==> config.mk <==
export PLATFORM = sky130hd
export DESIGN_NAME = esp_pred_writeback
export DESIGN_NICKNAME = d
export VERILOG_FILES = /design/src/rtl/esp_trees_pkg.sv /design/src/rtl/pred_beat_fifo.sv /design/src/rtl/esp_pred_writeback.sv
export SDC_FILE = /design/constraint.sdc
export NUM_CORES = 1
export LEC_CHECK = 0
export CORE_UTILIZATION = 45
export DETAILED_ROUTE_END_ITERATION = 6
export PLACE_DENSITY = 0.66
export SLEW_MARGIN = 10
export SYNTH_ARGS = -nofsm -noshare
export SYNTH_HDL_FRONTEND = slang
export SYNTH_SLANG_ARGS = --single-unit
==> constraint.sdc <==
create_clock -name clk -period 5.5 [get_ports clk]
set_clock_uncertainty 0.05 [all_clocks]
set_input_delay 0.55 -clock clk [delete_from_list [all_inputs] [get_ports clk]]
set_output_delay 0.55 -clock clk [all_outputs]
set_load 0.02 [all_outputs]
==> src/rtl/esp_trees_pkg.sv <==
// Shared types and constants for the trees accelerator DMA stages:
// write-back state encoding, DMA request constants and beat-count helper.
package esp_trees_pkg;

  localparam int PRED_WIDTH    = 32;
  localparam int DMA_WIDTH     = 64;
  localparam int MAX_BURST_DEF = 5000;

  localparam logic [2:0] DMA_SIZE_DWORD = 3'b011;
  localparam int         DMA_USER_W     = 6;

  typedef enum logic [1:0] {
    IDLE,
    CTRL,
    DATA,
    FIN
  } wb_state_e;

  // Two predictions per beat, rounded up, plus any trailer beats.
  function automatic logic [31:0] beats_for(input logic [31:0] samples,
                                            input logic [31:0] extra);
    return ((samples + 32'd1) >> 1) + extra;
  endfunction

endpackage

==> src/rtl/pred_beat_fifo.sv <==
// Synchronous W x DEPTH beat FIFO (DEPTH a power of two); a pop on a full
// FIFO frees the slot for a push in the same cycle.
module pred_beat_fifo #(
  parameter int W     = 64,
  parameter int DEPTH = 4
) (
  input  logic         clk,
  input  logic         rst,
  input  logic         push,
  input  logic [W-1:0] push_data,
  input  logic         pop,
  output logic [W-1:0] pop_data,
  output logic         full,
  output logic         empty
);

  localparam int           AW        = $clog2(DEPTH);
  localparam logic [AW:0]  DEPTH_CNT = (AW+1)'(DEPTH);

  logic [W-1:0]  mem [DEPTH];
  logic [AW-1:0] wr_ptr, rd_ptr;
  logic [AW:0]   count;
  logic          do_push, do_pop;

  assign full     = (count == DEPTH_CNT);
  assign empty    = (count == '0);
  assign do_pop   = pop & ~empty;
  assign do_push  = push & (~full | do_pop);
  assign pop_data = mem[rd_ptr];

  always_ff @(posedge clk) begin
    if (!rst) begin
      wr_ptr <= '0;
      rd_ptr <= '0;
      count  <= '0;
    end else begin
      if (do_push) wr_ptr <= wr_ptr + 1'b1;
      if (do_pop)  rd_ptr <= rd_ptr + 1'b1;
      case ({do_push, do_pop})
        2'b10:   count <= count + 1'b1;
        2'b01:   count <= count - 1'b1;
        default: count <= count;
      endcase
    end
  end

  // NOTE: storage is not reset; empty/full come only from the pointers and
  // count, so stale entries are never observable and the array maps to RAM.
  always_ff @(posedge clk) begin
    if (do_push) mem[wr_ptr] <= push_data;
  end

endmodule

==> src/rtl/esp_pred_writeback.sv <==
// Prediction write-back: packs two predictions per DMA beat and drives the
// ESP DMA write interfaces. Define PRED_WB_TRAILER_EN for a checksum trailer.
module esp_pred_writeback
  import esp_trees_pkg::*;
#(
  parameter int MAX_BURST  = MAX_BURST_DEF,
  parameter int PRED_W     = PRED_WIDTH,
  parameter int DMA_W      = DMA_WIDTH,
  parameter int FIFO_DEPTH = 4
) (
  input  logic              clk,
  input  logic              rst,
  input  logic              start,
  input  logic [31:0]       burst_len,
  input  logic [31:0]       wr_base_index,
  input  logic              pred_valid,
  output logic              pred_ready,
  input  logic [PRED_W-1:0] pred_data,
  output logic              dma_write_ctrl_valid,
  input  logic              dma_write_ctrl_ready,
  output logic [31:0]       dma_write_ctrl_data_index,
  output logic [31:0]       dma_write_ctrl_data_length,
  output logic [2:0]        dma_write_ctrl_data_size,
  output logic [5:0]        dma_write_ctrl_data_user,
  output logic              dma_write_chnl_valid,
  input  logic              dma_write_chnl_ready,
  output logic [DMA_W-1:0]  dma_write_chnl_data,
  output logic              busy,
  output logic              done
);

`ifdef PRED_WB_TRAILER_EN
  localparam logic [31:0] TRAILER_BEATS = 32'd1;
`else
  localparam logic [31:0] TRAILER_BEATS = 32'd0;
`endif

  wb_state_e state, state_nxt;

  logic [31:0]       len_r, base_r, beats_r, acc_cnt, sent_cnt;
  logic [31:0]       len_sat, start_beats;
  logic [PRED_W-1:0] hold_lo;
  logic              fifo_push, fifo_pop, fifo_full, fifo_empty, fifo_room;
  logic              samples_left, pred_fire, last_sample, data_push;
  logic [DMA_W-1:0]  data_beat, push_beat;

  assign len_sat     = (burst_len > 32'(MAX_BURST)) ? 32'(MAX_BURST) : burst_len;
  assign start_beats = beats_for(len_sat, TRAILER_BEATS);

  assign fifo_pop     = dma_write_chnl_valid & dma_write_chnl_ready;
  assign fifo_room    = ~fifo_full | fifo_pop;
  assign samples_left = (acc_cnt < len_r);
  assign pred_ready   = (state == DATA) & samples_left & fifo_room;
  assign pred_fire    = pred_valid & pred_ready;

  // An odd sample completes a pair; a trailing even sample is padded with zero.
  assign last_sample = (acc_cnt + 32'd1 == len_r);
  assign data_push   = pred_fire & (acc_cnt[0] | last_sample);
  assign data_beat   = acc_cnt[0] ? {pred_data, hold_lo}
                                  : {{PRED_W{1'b0}}, pred_data};

`ifdef PRED_WB_TRAILER_EN
  logic [PRED_W-1:0] csum;
  logic              trl_sent, trl_push;

  assign trl_push  = (state == DATA) & ~samples_left & ~trl_sent & fifo_room;
  assign fifo_push = data_push | trl_push;
  assign push_beat = trl_push ? {csum, acc_cnt[PRED_W-1:0]} : data_beat;

  always_ff @(posedge clk) begin
    if (!rst) begin
      csum     <= '0;
      trl_sent <= 1'b0;
    end else if (state == IDLE && start) begin
      csum     <= '0;
      trl_sent <= 1'b0;
    end else begin
      if (pred_fire) csum     <= csum + pred_data;
      if (trl_push)  trl_sent <= 1'b1;
    end
  end
`else
  assign fifo_push = data_push;
  assign push_beat = data_beat;
`endif

  // NOTE: state registers use non-blocking assignments so every flop samples
  // pre-edge values; blocking here would create order-dependent simulation.
  always_ff @(posedge clk) begin
    if (!rst) state <= IDLE;
    else      state <= state_nxt;
  end

  // NOTE: defaulting state_nxt before the case keeps this block latch-free.
  always_comb begin
    state_nxt = state;
    unique case (state)
      IDLE: if (start) state_nxt = (start_beats == '0) ? FIN : CTRL;
      CTRL: if (dma_write_ctrl_ready) state_nxt = DATA;
      DATA: if (fifo_pop && (sent_cnt + 32'd1 == beats_r)) state_nxt = FIN;
      FIN:  state_nxt = IDLE;
      default: state_nxt = IDLE;
    endcase
  end

  always_ff @(posedge clk) begin
    if (!rst) begin
      len_r    <= '0;
      base_r   <= '0;
      beats_r  <= '0;
      acc_cnt  <= '0;
      sent_cnt <= '0;
      hold_lo  <= '0;
    end else begin
      if (state == IDLE && start) begin
        len_r    <= len_sat;
        base_r   <= wr_base_index;
        beats_r  <= start_beats;
        acc_cnt  <= '0;
        sent_cnt <= '0;
      end
      if (pred_fire) begin
        acc_cnt <= acc_cnt + 32'd1;
        if (!acc_cnt[0]) hold_lo <= pred_data;
      end
      if (fifo_pop) sent_cnt <= sent_cnt + 32'd1;
    end
  end

  pred_beat_fifo #(
    .W     (DMA_W),
    .DEPTH (FIFO_DEPTH)
  ) u_fifo (
    .clk       (clk),
    .rst       (rst),
    .push      (fifo_push),
    .push_data (push_beat),
    .pop       (fifo_pop),
    .pop_data  (dma_write_chnl_data),
    .full      (fifo_full),
    .empty     (fifo_empty)
  );

  assign dma_write_ctrl_valid       = (state == CTRL);
  assign dma_write_ctrl_data_index  = base_r;
  assign dma_write_ctrl_data_length = beats_r;
  assign dma_write_ctrl_data_size   = DMA_SIZE_DWORD;
  assign dma_write_ctrl_data_user   = '0;
  assign dma_write_chnl_valid       = ~fifo_empty;
  assign busy                       = (state == CTRL) | (state == DATA);
  assign done                       = (state == FIN);

endmodule

==> run metrics, run 1 <==
Initial Util=45.6%; Synth Cell Area=0.0213 sq mm; met1 usage in global routing=29.3%; worst-path fanout max=35; Clock Pin Slew Worst Setup and Hold Paths=0.06 ns; GRT Total Usage=21.3%; Avg Cell Area, Syn=11.3 sq um; Post-Synthesis Cells=1882; CP startpoint kind=flip-flop; Synth Flop Type=edfxtp_1; Setup Viol. Count Final=0; Tightest Hold Check Type=flip-flop to flip-flop; asr flop ratio synth=0%; Post-CTS Resized=0; met3 Use GR=4.50%; number of synthesized flops with an enable pin=256; R2R Path End=u_fifo.count[2]; initial antenna violation count=1; final net count=2201; Synth Warn #=0; core box area=0.0466 sq mm; maxcap violations=0; post-synth top area cell=edfxtp_1; period utilization=75.7%; Final Wtd Congestion=0.858; Lkg Pwr=8.58 nW; r2r worst-path depth=16; Layout area overhead=20.7%; number of routed nets with antenna violations=0; FP Rows=79; post-DP HPWL=32200 um; largest net degree at the start of global routing=100; Root Driver=clkbuf_16; # fillers=3954; fin util=55.1%; share of the synthesized area in the top cell type=36.2%; clk sinks=458; final hold vios=0; Top Usage Layer GRT=met2; most frequent cell after synthesis=edfxtp_1; CTS Hold Bufs=0; Setup TNS Final=0 ns; Area contributors post-synth=edfxtp_1 36%, dfxtp_1 19%, mux4_2 6.8%; RSZ-0062 raised after global routing=false; first-pass GRT wire length=80900 um; vias per cell=5.69; Critical Path End Type=flip-flop; Pins Over Slew Limit=0; GRT overflow=0; WP data arrival=4.64 ns; hold endpoint=dma_write_ctrl_data_index[22]; Pwr Density=320 mW/mm^2; kind of critical path=flip-flop to flip-flop; worst r2r src=acc_cnt[13]; Chip Height=219 um; Wirelength per Cell=19.1 um; status=complete, no violations; worst-margin pin slew=1.10 ns; DRC Markers=0; maximum resistive drop on vdd=0.251 mV; vias in the first global route=14800; FF+latch count, synth=458; Hold Path Stages=2; met2 GRT Util=33.9%; die area=0.0481 sq mm; Die W=219 um; DRT iter0 DRCs=1035; drt first pass iters=5; Routed WL=51700 um; CTS Buf Count=49; WHS=0.400 ns; Buffers on Ports=233; Distinct cells, synth=79; Skew-Pair Late Insertion Delay=0.59 ns; Via Count=15400; CTS tree=yes; H-tree depth=2; # Post-CTS Setup Buffers=0; layout cells sized above 1=10.7%; sequential share of the synthesized area=55.2%; Tmin final=4.16 ns; Fmax=0.240 GHz; Post-synth top cells=256 x edfxtp_1, 202 x dfxtp_1, 178 x nand2_1, 137 x a21oi_1, 95 x nand3_1; Hold Crit Start=dma_write_ctrl_data_index[22]; WP data required=5.97 ns; IO Count=244; R2R Setup Slk=1.34 ns; clock buffer depth=3; Rel. slew slack=27.0%
[final cells by class]
cell class	instances	area, sq um	area share (%)
flip-flops and latches	458	11700	45.8
multi-input cells	1233	8730	34.1
repair buffers	254	2550	9.95
clock buffers	69	1360	5.32
well taps	607	759	2.96
clock inverters	22	270	1.05
inverters	57	219	0.854
diodes	2	5.00	0.0195
[per-layer routing]
layer	up-vias	wire length, um
met1	7563	23300
met3	71	3280
met5	-	0
met2	459	24000
li1	7291	-
met4	0	1100
[where the power goes]
part	switching [W]	internal (W)	total [W]
registers	0.0000711	0.00374	0.00381
clock network	0.00136	0.00198	0.00333
logic	0.000670	0.000394	0.00106
total	0.00210	0.00611	0.00820
[flip-flops by register name, summed over array words and instances, names as in the netlist, named ones only]
| register | cells |
|---|---|
| u_fifo.wr_ptr | 2 |
| state | 2 |
| u_fifo.rd_ptr | 2 |
| dma_write_ctrl_data_length | 31 |
| u_fifo.count | 3 |
| hold_lo | 32 |
| len_r | 32 |
| acc_cnt | 32 |
| dma_write_ctrl_data_index | 32 |
| sent_cnt | 32 |
| u_fifo.mem | 256 |
[logic make-up (layout without fill, tap and decap cells)]
logic type	Yosys count	count (layout)	share of synthesized area, %
buffers and inverters	199	402	3.95
flip-flops	458	458	55.2
AND/OR/NAND/NOR	635	635	15.8
AO/OA/AOI/OAI	345	345	9.56
multiplexers	102	102	8.77
other	2	12	0.0353
adder cells (fa/ha/maj)	46	46	2.74
XOR/XNOR	95	95	3.92
[cell usage in the layout (no fill, tap or decap), types with 45 or more instances in the layout]
| cell | Yosys | routed |
|---|---|---|
| xnor2_1 | 59 | 59 |
| a21oi_1 | 137 | 137 |
| nor3_1 | 48 | 47 |
| nand3_1 | 95 | 95 |
| clkbuf_16 | 0 | 51 |
| nand2_1 | 178 | 177 |
| inv_1 | 56 | 56 |
| o21ai_0 | 81 | 81 |
| ha_1 | 45 | 45 |
| nor2_1 | 75 | 74 |
| dfxtp_1 | 202 | 199 |
| mux4_2 | 64 | 64 |
| edfxtp_1 | 256 | 256 |
| clkdlybuf4s50_1 | 0 | 233 |
[critical path, stage by stage (launching register included)]
cell	delay, ns
dfxtp_1	0.38
ha_1	0.33
a21o_1	0.11
a21o_1	0.11
a21oi_1	0.06
or3_1	0.32
nor4bb_1	0.16
a211oi_1	0.46
or2_2	0.69
nor2_1	0.11
inv_1	0.08
ha_1	0.17
inv_1	0.06
fa_1	0.37
xor2_1	0.16
or3_1	0.32
a21oi_1	0.16
[metrics by stage]
stage	std cells	worst slack (ns)	instance area, sq um	total power, W
2_1_floorplan	1890	0.997	21300	0.00449
3_3_place_gp	2609	1.38	24000	0.00492
3_5_place_dp	2609	1.29	24000	0.00494
4_1_cts	2700	1.32	25600	0.00828
5_1_grt	2701	1.09	25600	0.00852
6_report	2702	1.34	25600	0.00820
[worst max path at each step]
stage	startpoint	endpoint	slack (ns)	cells past startpoint
2_1_floorplan	acc_cnt[0]	u_fifo.mem[0][0]	1.0	11
3_3_place_gp	burst_len[7]	state[1]	1.38	16
3_5_place_dp	burst_len[4]	state[1]	1.29	16
4_1_cts	acc_cnt[13]	u_fifo.count[2]	1.32	16
5_1_grt	len_r[8]	u_fifo.count[2]	1.09	17
6_report	acc_cnt[13]	u_fifo.count[2]	1.34	16
No activity file was read; power rests on OpenSTA's default activity.
==> run 2, diff against run 1 <==
--- a/config.mk
+++ b/config.mk
@@ -7,7 +7,7 @@
 export LEC_CHECK = 0
 export CORE_UTILIZATION = 45
 export DETAILED_ROUTE_END_ITERATION = 6
-export PLACE_DENSITY = 0.66
+export PLACE_DENSITY = 0.69
 export SLEW_MARGIN = 10
 export SYNTH_ARGS = -nofsm -noshare
 export SYNTH_HDL_FRONTEND = slang
==> constraint.sdc (replaced) <==
create_clock -name clk -period 3.45 [get_ports clk]
set_clock_uncertainty 0.05 [all_clocks]
set_input_delay 0.345 -clock clk [delete_from_list [all_inputs] [get_ports clk]]
set_output_delay 0.345 -clock clk [all_outputs]
set_load 0.02 [all_outputs]
==> run 2 against run 1 <==
  * Utilization is 2.7 points higher
  * Register-to-register slack got worse by 1.3 ns
  * Global-route usage up 0.68 points
  * Flip-flop and latch count did not move
  * First-iteration DRC count is 13% higher
  * Clock power grew 53%
  * Wire length grew 2.5%
  * Combinational power rose by 67%
  * Clock-buffer cell count decreased by 2
==> run metrics, run 2 (synthesized netlist as in run 1, its figures left out) <==
register bank with the most flops=u_fifo.mem; GRT Total Usage=22.0% (+0.68 points); n_diodes=0 (-2); final net count=2315 (+5.2%); Die W=219 um (unchanged); clock buffer depth=3 (unchanged); Hold Crit Start=wr_base_index[4]; r2r worst-path depth=18 (+2); status=complete, no violations; Lkg Pwr=9.24 nW (+7.7%); Chip Height=219 um (unchanged); Pins Over Slew Limit=0 (unchanged); first-pass GRT wire length=83900 um (+3.7%); placed cell area=0.0250 sq mm (+4.1%); Routed WL=52900 um (+2.5%); period utilization=99.5% (+24 points); worst-path fanout max=6 (-83%); pre-CTS WS=-0.200 ns (-1.49 ns); final hold vios=0 (unchanged); IO Count=244 (unchanged); Pwr Density=481 mW/mm^2 (+50%); largest net degree at the start of global routing=100 (unchanged); H-tree depth=2 (unchanged); Rel. slew slack=26.8% (-0.20 points); maximum resistive drop on vdd=0.411 mV (+64%); most frequent cells in the layout=256 x edfxtp_1, 232 x clkdlybuf4s50_1, 186 x dfxtp_1, 176 x nand2_1, 133 x a21oi_1; R2R Path End=u_fifo.count[2]; CTS tree=yes; initial antenna violation count=0 (-1); number of routed nets with antenna violations=0 (unchanged); Buffers on Ports=233 (unchanged); vias per cell=5.65 (-0.70%); layout cells sized above 1=17.1% (+6.4 points); CTS Buf Count=48 (-2.0%); Root Driver=clkbuf_16; Gate power share=13.7% (+0.7 points); Placed Cells=2711 (+3.9%); hold endpoint=dma_write_ctrl_data_index[4]; CP startpoint kind=flip-flop; final setup margin=0.0175 ns (-1.32 ns); Setup Viol. Count Final=0 (unchanged); Clock Pin Slew Worst Setup and Hold Paths=0.06 ns (about the same); WP data required=3.92 ns (-2.05 ns); Layout Cells excl Fill=2813 (+4.1%); core box area=0.0466 sq mm (unchanged); Fmax=0.291 GHz (+21%); kind of critical path=flip-flop to flip-flop; Tightest Hold Check Type=input pin to flip-flop; Wirelength per Cell=18.8 um (-1.6%); DRC Markers=0 (unchanged); die area=0.0481 sq mm (unchanged); Hold Path Stages=3 (+1); worst-margin pin slew=1.10 ns (+0.00303 ns); drt first pass iters=5 (unchanged); R2R Setup Slk=0.02 ns (-1.32 ns); WP data arrival=3.91 ns (-0.73 ns); Total Power=0.0129 W (+58%); commonest non-fill, non-tap cell in the layout=edfxtp_1; max reg flops=256 (unchanged); clk sinks=458 (unchanged); maxcap violations=0 (unchanged); Final Wtd Congestion=0.889 (+3.6%); RSZ-0062 raised after global routing=true; Layout area overhead=26.5%; post-DP HPWL=35100 um (+9.2%); Skew-Pair Late Insertion Delay=0.59 ns (about the same); GRT overflow=0 (unchanged); Tmin final=3.43 ns (-0.732 ns); Via Count=15900 (+3.4%); worst r2r src=acc_cnt[11]; post-layout instance area=0.0269 sq mm (+4.9%); Setup TNS Final=0 ns (unchanged); DRT iter0 DRCs=1174 (+13%); Clock power frac=39.3% (-1.3 points); Internal=0.00958 W (+57%); Psw=0.00335 W (+60%); Initial Util=45.6% (unchanged); Critical Path End Type=flip-flop; FP Rows=79 (unchanged); vias in the first global route=15600 (+5.0%); register share of total power=46.9% (+0.5 points); Sw Ratio=25.9% (+0.34 points)
[run 2: area by class of cell]
cell class	instances	area, sq um
tap	607	759
inverter	57	219
multi-input combinational	1233	8940
clock buffer	67	1380
fill	3798	19700
clock inverter	22	193
timing repair buffer	369	3630
sequential	458	11800
[run 2: worst max-delay path by stage]
stage	end	start	slack [ns]
3_5_place_dp	state[1]	burst_len[6]	-0.20
3_3_place_gp	u_fifo.count[2]	acc_cnt[0]	-0.05
4_1_cts	u_fifo.count[2]	acc_cnt[13]	0.004
6_report	u_fifo.count[2]	acc_cnt[11]	0.02
2_1_floorplan	u_fifo.count[2]	len_r[13]	-0.004
5_1_grt	u_fifo.count[2]	acc_cnt[11]	-0.17
[run 2: repair_timing]
action                                  in CTS  in global routing
buffers inserted                             5                 10
resized for setup                           30                 29
cloned                                       0                  0
pin swaps                                   14                 18
endpoints found under the setup margin       3                  4
hold buffers                                 0                  0
[run 2: power groups by stage]
stage,Combinational (W),Sequential [W],Clock (W)
2_1_floorplan,0.000911,0.00626,0
3_5_place_dp,0.00175,0.00619,0
5_1_grt,0.00193,0.00608,0.00542
4_1_cts,0.00178,0.00607,0.00521
3_3_place_gp,0.00172,0.00618,0
6_report,0.00177,0.00607,0.00509
[run 2: critical path: stages (launching register included)]
cell and delay, ns:
dfxtp_4 0.37, buf_4 0.11, and4_1 0.25, nand4_1 0.12
buf_4 0.18, buf_4 0.13, nor2_1 0.14, xnor2_1 0.17
nand4_1 0.18, nor4_4 0.33, a31oi_2 0.15, nor2_1 0.17
inv_1 0.09, ha_4 0.16, inv_2 0.05, fa_2 0.19
xor2_1 0.06, or3_1 0.33, a21oi_2 0.14
[run 2: stage by stage]
step                      util [%]  hold slack [ns]
after detailed placement      53.7            0.398
after floorplan                  -            0.391
after global routing          57.8            0.246
after CTS                     57.4            0.226
final                         57.8            0.253
after global placement        53.7            0.391
[run 2: per-layer routing]
metal	vias to the layer above	GRT usage, %	part of all wire, %
met4	0	6.32	2.2
met3	82	4.14	6.6
met2	546	36.7	48
met5	-	0	0
li1	7525	-	-
met1	7751	29.1	43
==> run 3, diff against run 2 <==
--- a/config.mk
+++ b/config.mk
@@ -5,10 +5,12 @@
 export SDC_FILE = /design/constraint.sdc
 export NUM_CORES = 1
 export LEC_CHECK = 0
+export CAP_MARGIN = 20
 export CORE_UTILIZATION = 45
 export DETAILED_ROUTE_END_ITERATION = 6
 export PLACE_DENSITY = 0.69
 export SLEW_MARGIN = 10
 export SYNTH_ARGS = -nofsm -noshare
 export SYNTH_HDL_FRONTEND = slang
+export SYNTH_HIERARCHICAL = 1
 export SYNTH_SLANG_ARGS = --single-unit
==> run 3 against run 2 <==
  * The flow now finishes with violations (design-rule violations, negative setup slack)
  * First-iteration DRC count up 1.6%
  * Flip-flop and latch count unchanged
  * Sequential power shrank 0.7%
  * Critical path type unchanged
  * Critical endpoint is now u_fifo/mem[1][49]
==> run metrics, run 3 <==
r2r worst-path depth=15 (-3); vias per cell=5.60 (-0.89%); worst-margin pin slew=1.10 ns (-0.00296 ns); Avg Cell Area, Syn=11.5 sq um (+1.5%); worst-path fanout max=7 (+1); RSZ-0062 raised after global routing=true; Area contributors post-synth=edfxtp_1 36%, dfxtp_1 19%, mux4_2 6.6%; GRT Total Usage=23.3% (+1.3 points); maximum resistive drop on vdd=0.387 mV (-6.0%); post-layout instance area=0.0279 sq mm (+3.9%); Final Wtd Congestion=0.878 (-1.1%); Synth Flop Type=edfxtp_1; WP data required=3.73 ns (-0.19 ns); Wirelength per Cell=20.1 um (+6.9%); Fmax=0.277 GHz (-5.0%); final hold vios=0 (unchanged); Distinct cells, synth=83 (+5.1%); Initial Util=45.8% (+0.15 points); Critical Path End Type=flip-flop; Tightest Hold Check Type=input pin to flip-flop; register bank with the most flops=u_fifo/mem; Synth Cell Area=0.0214 sq mm (+0.77%); Clock Pin Slew Worst Setup and Hold Paths=0.06 ns (about the same); post-synth top area cell=edfxtp_1; Pwr Density=478 mW/mm^2 (-0.64%); Tmin final=3.61 ns (+0.182 ns); Via Count=16100 (+1.5%); IO Count=244 (unchanged); Root Driver=clkbuf_16; first-pass GRT wire length=87900 um (+4.8%); Buffers on Ports=233 (unchanged); CTS tree=yes; Hold Path Stages=3 (unchanged); kind of critical path=flip-flop to flip-flop; Pins Over Slew Limit=0 (unchanged); H-tree depth=2 (unchanged); core box area=0.0468 sq mm (+0.42%); number of synthesized flops with an enable pin=256 (unchanged); clk sinks=458 (unchanged); GRT overflow=0 (unchanged); layout cells sized above 1=20.6% (+3.5 points); most frequent cells in the layout=256 x edfxtp_1, 232 x clkdlybuf4s50_1, 184 x dfxtp_1, 176 x nand2_1, 152 x buf_4; Post-Synthesis Cells=1869 (-0.69%); WP data arrival=3.89 ns (-0.02 ns); most frequent cell after synthesis=edfxtp_1; Post-synth top cells=256 x edfxtp_1, 202 x dfxtp_1, 179 x nand2_1, 129 x nor2_1, 116 x a21oi_1; Lkg Pwr=9.97 nW (+7.9%); post-DP HPWL=38300 um (+8.9%); commonest non-fill, non-tap cell in the layout=edfxtp_1; CTS Buf Count=49 (+2.1%); Chip Height=220 um (+0.38%); final setup margin=-0.164 ns (-0.182 ns); Rel. slew slack=27.0% (+0.20 points); max reg flops=256 (unchanged); placed cell area=0.0254 sq mm (+1.5%); crit-path cells=and4_4 > nand2_2 > or4_4 > or4_4 > a21oi_2 > o32a_1 > nand4_1 > a21oi_2 > buf_4 > inv_4 > a31oi_4 > buf_6 > and2_4 > buf_12 > clkbuf_16; status=finished with violations; failing checks=design-rule violations, negative setup slack; share of the synthesized area in the top cell type=35.9% (-0.27 points); asr flop ratio synth=0% (unchanged); number of routed nets with antenna violations=0 (unchanged); final net count=2379 (+2.8%); period utilization=105% (+5.3 points); DRT iter0 DRCs=1193 (+1.6%); Layout area overhead=30.5%; CTS Hold Bufs=0 (unchanged); drt first pass iters=7 (+2); pre-CTS WS=-0.212 ns (-0.0119 ns); maxcap violations=0 (unchanged); FF+latch count, synth=458 (unchanged); CP peak stage delay=0.58 ns (+0.21 ns); sequential share of the synthesized area=54.8% (-0.42 points); slowest stage cell, crit path=or4_4; fin util=59.8% (+2.0 points); largest net degree at the start of global routing=93 (-7.0%); Skew-Pair Late Insertion Delay=0.61 ns (+0.02 ns); initial antenna violation count=1 (+1); clock buffer depth=3 (unchanged); Routed WL=58000 um (+9.5%); R2R Setup Slk=-0.16 ns (-0.18 ns); CP startpoint kind=flip-flop; Synth Warn #=6 (+6); vias in the first global route=15900 (+1.7%); die area=0.0485 sq mm (+0.76%); DRC Markers=12 (+12); FP Rows=79 (unchanged); Setup Viol. Count Final=258 (+258); Die W=220 um (+0.38%)
[run 3: report_power, final]
group | internal (W) | leakage, nW | switching, W
registers | 0.00593 | 4.01 | 0.0000993
logic | 0.000751 | 5.12 | 0.00106
clock network | 0.00321 | 0.836 | 0.00230
total | 0.00990 | 9.97 | 0.00346
[run 3: cells by family (layout without fill, tap and decap cells)]
logic type               count (synthesis)  after routing  synth area share (%)
buffers and inverters                  195            590                  4.32
adder cells (fa/ha/maj)                 45             45                  2.66
AND/OR/NAND/NOR                        629            630                  15.1
AO/OA/AOI/OAI                          305            305                  8.76
flip-flops                             458            458                  54.8
XOR/XNOR                                99             99                  4.05
multiplexers                           136            136                  10.3
other                                    2             11                0.0351
[run 3: cell type report]
type / instances / area (sq um)
antenna: 1 / 2.50
inverter: 61 / 234
multi-input combinational: 1225 / 9000
sequential: 458 / 11800
tap: 607 / 759
timing repair buffer: 437 / 4470
clock inverter: 31 / 398
fill: 3706 / 18800
clock buffer: 61 / 1320
[run 3: critical path: cells and delay by family (launching register included)]
| kind | cells | cell delay, ns |
|---|---|---|
| AO/OA/AOI/OAI | 4 | 0.62 |
| buffers and inverters | 5 | 0.64 |
| flip-flops | 1 | 0.34 |
| AND/OR/NAND/NOR | 6 | 1.69 |
[run 3: routing by layer]
layer | vias to the layer above | share of wire, % | GRT usage [%] | routed length, um
met3 | 82 | 6.4 | 4.26 | 3680
li1 | 7574 | - | - | -
met4 | 0 | 2.2 | 6.14 | 1280
met1 | 7934 | 42 | 30.5 | 24200
met2 | 554 | 50 | 39.8 | 28800
met5 | - | 0 | 0 | 0
[run 3: worst paths after layout]
kind,from,end
worst max-delay path,acc_cnt[8],u_fifo/mem[1][49]
worst min-delay path,wr_base_index[7],dma_write_ctrl_data_index[7]
worst max register to register,acc_cnt[8],u_fifo/mem[1][49]
worst min register to register,dma_write_ctrl_data_index[30],dma_write_ctrl_data_index[30]
[run 3: per-stage QoR]
stage	TNS (ns)	hold slack (ns)	total power [W]	instances
4_1_cts	-28.62	0.211	0.0134	2865
5_1_grt	-58.65	0.231	0.0139	2881
3_5_place_dp	-45.10	0.400	0.00791	2751
6_report	-30.76	0.231	0.0134	2881
2_1_floorplan	-100.53	0.391	0.00715	1877
3_3_place_gp	-30.03	0.391	0.00788	2751
[run 3: timing repair]
action / CTS / global route
pin swaps: 11 / 22
hold endpoints to repair: 0 / 0
endpoints found under the setup margin: 259 / 261
setup buffers: 15 / 3
resized for setup: 33 / 39
gates cloned: 7 / 11
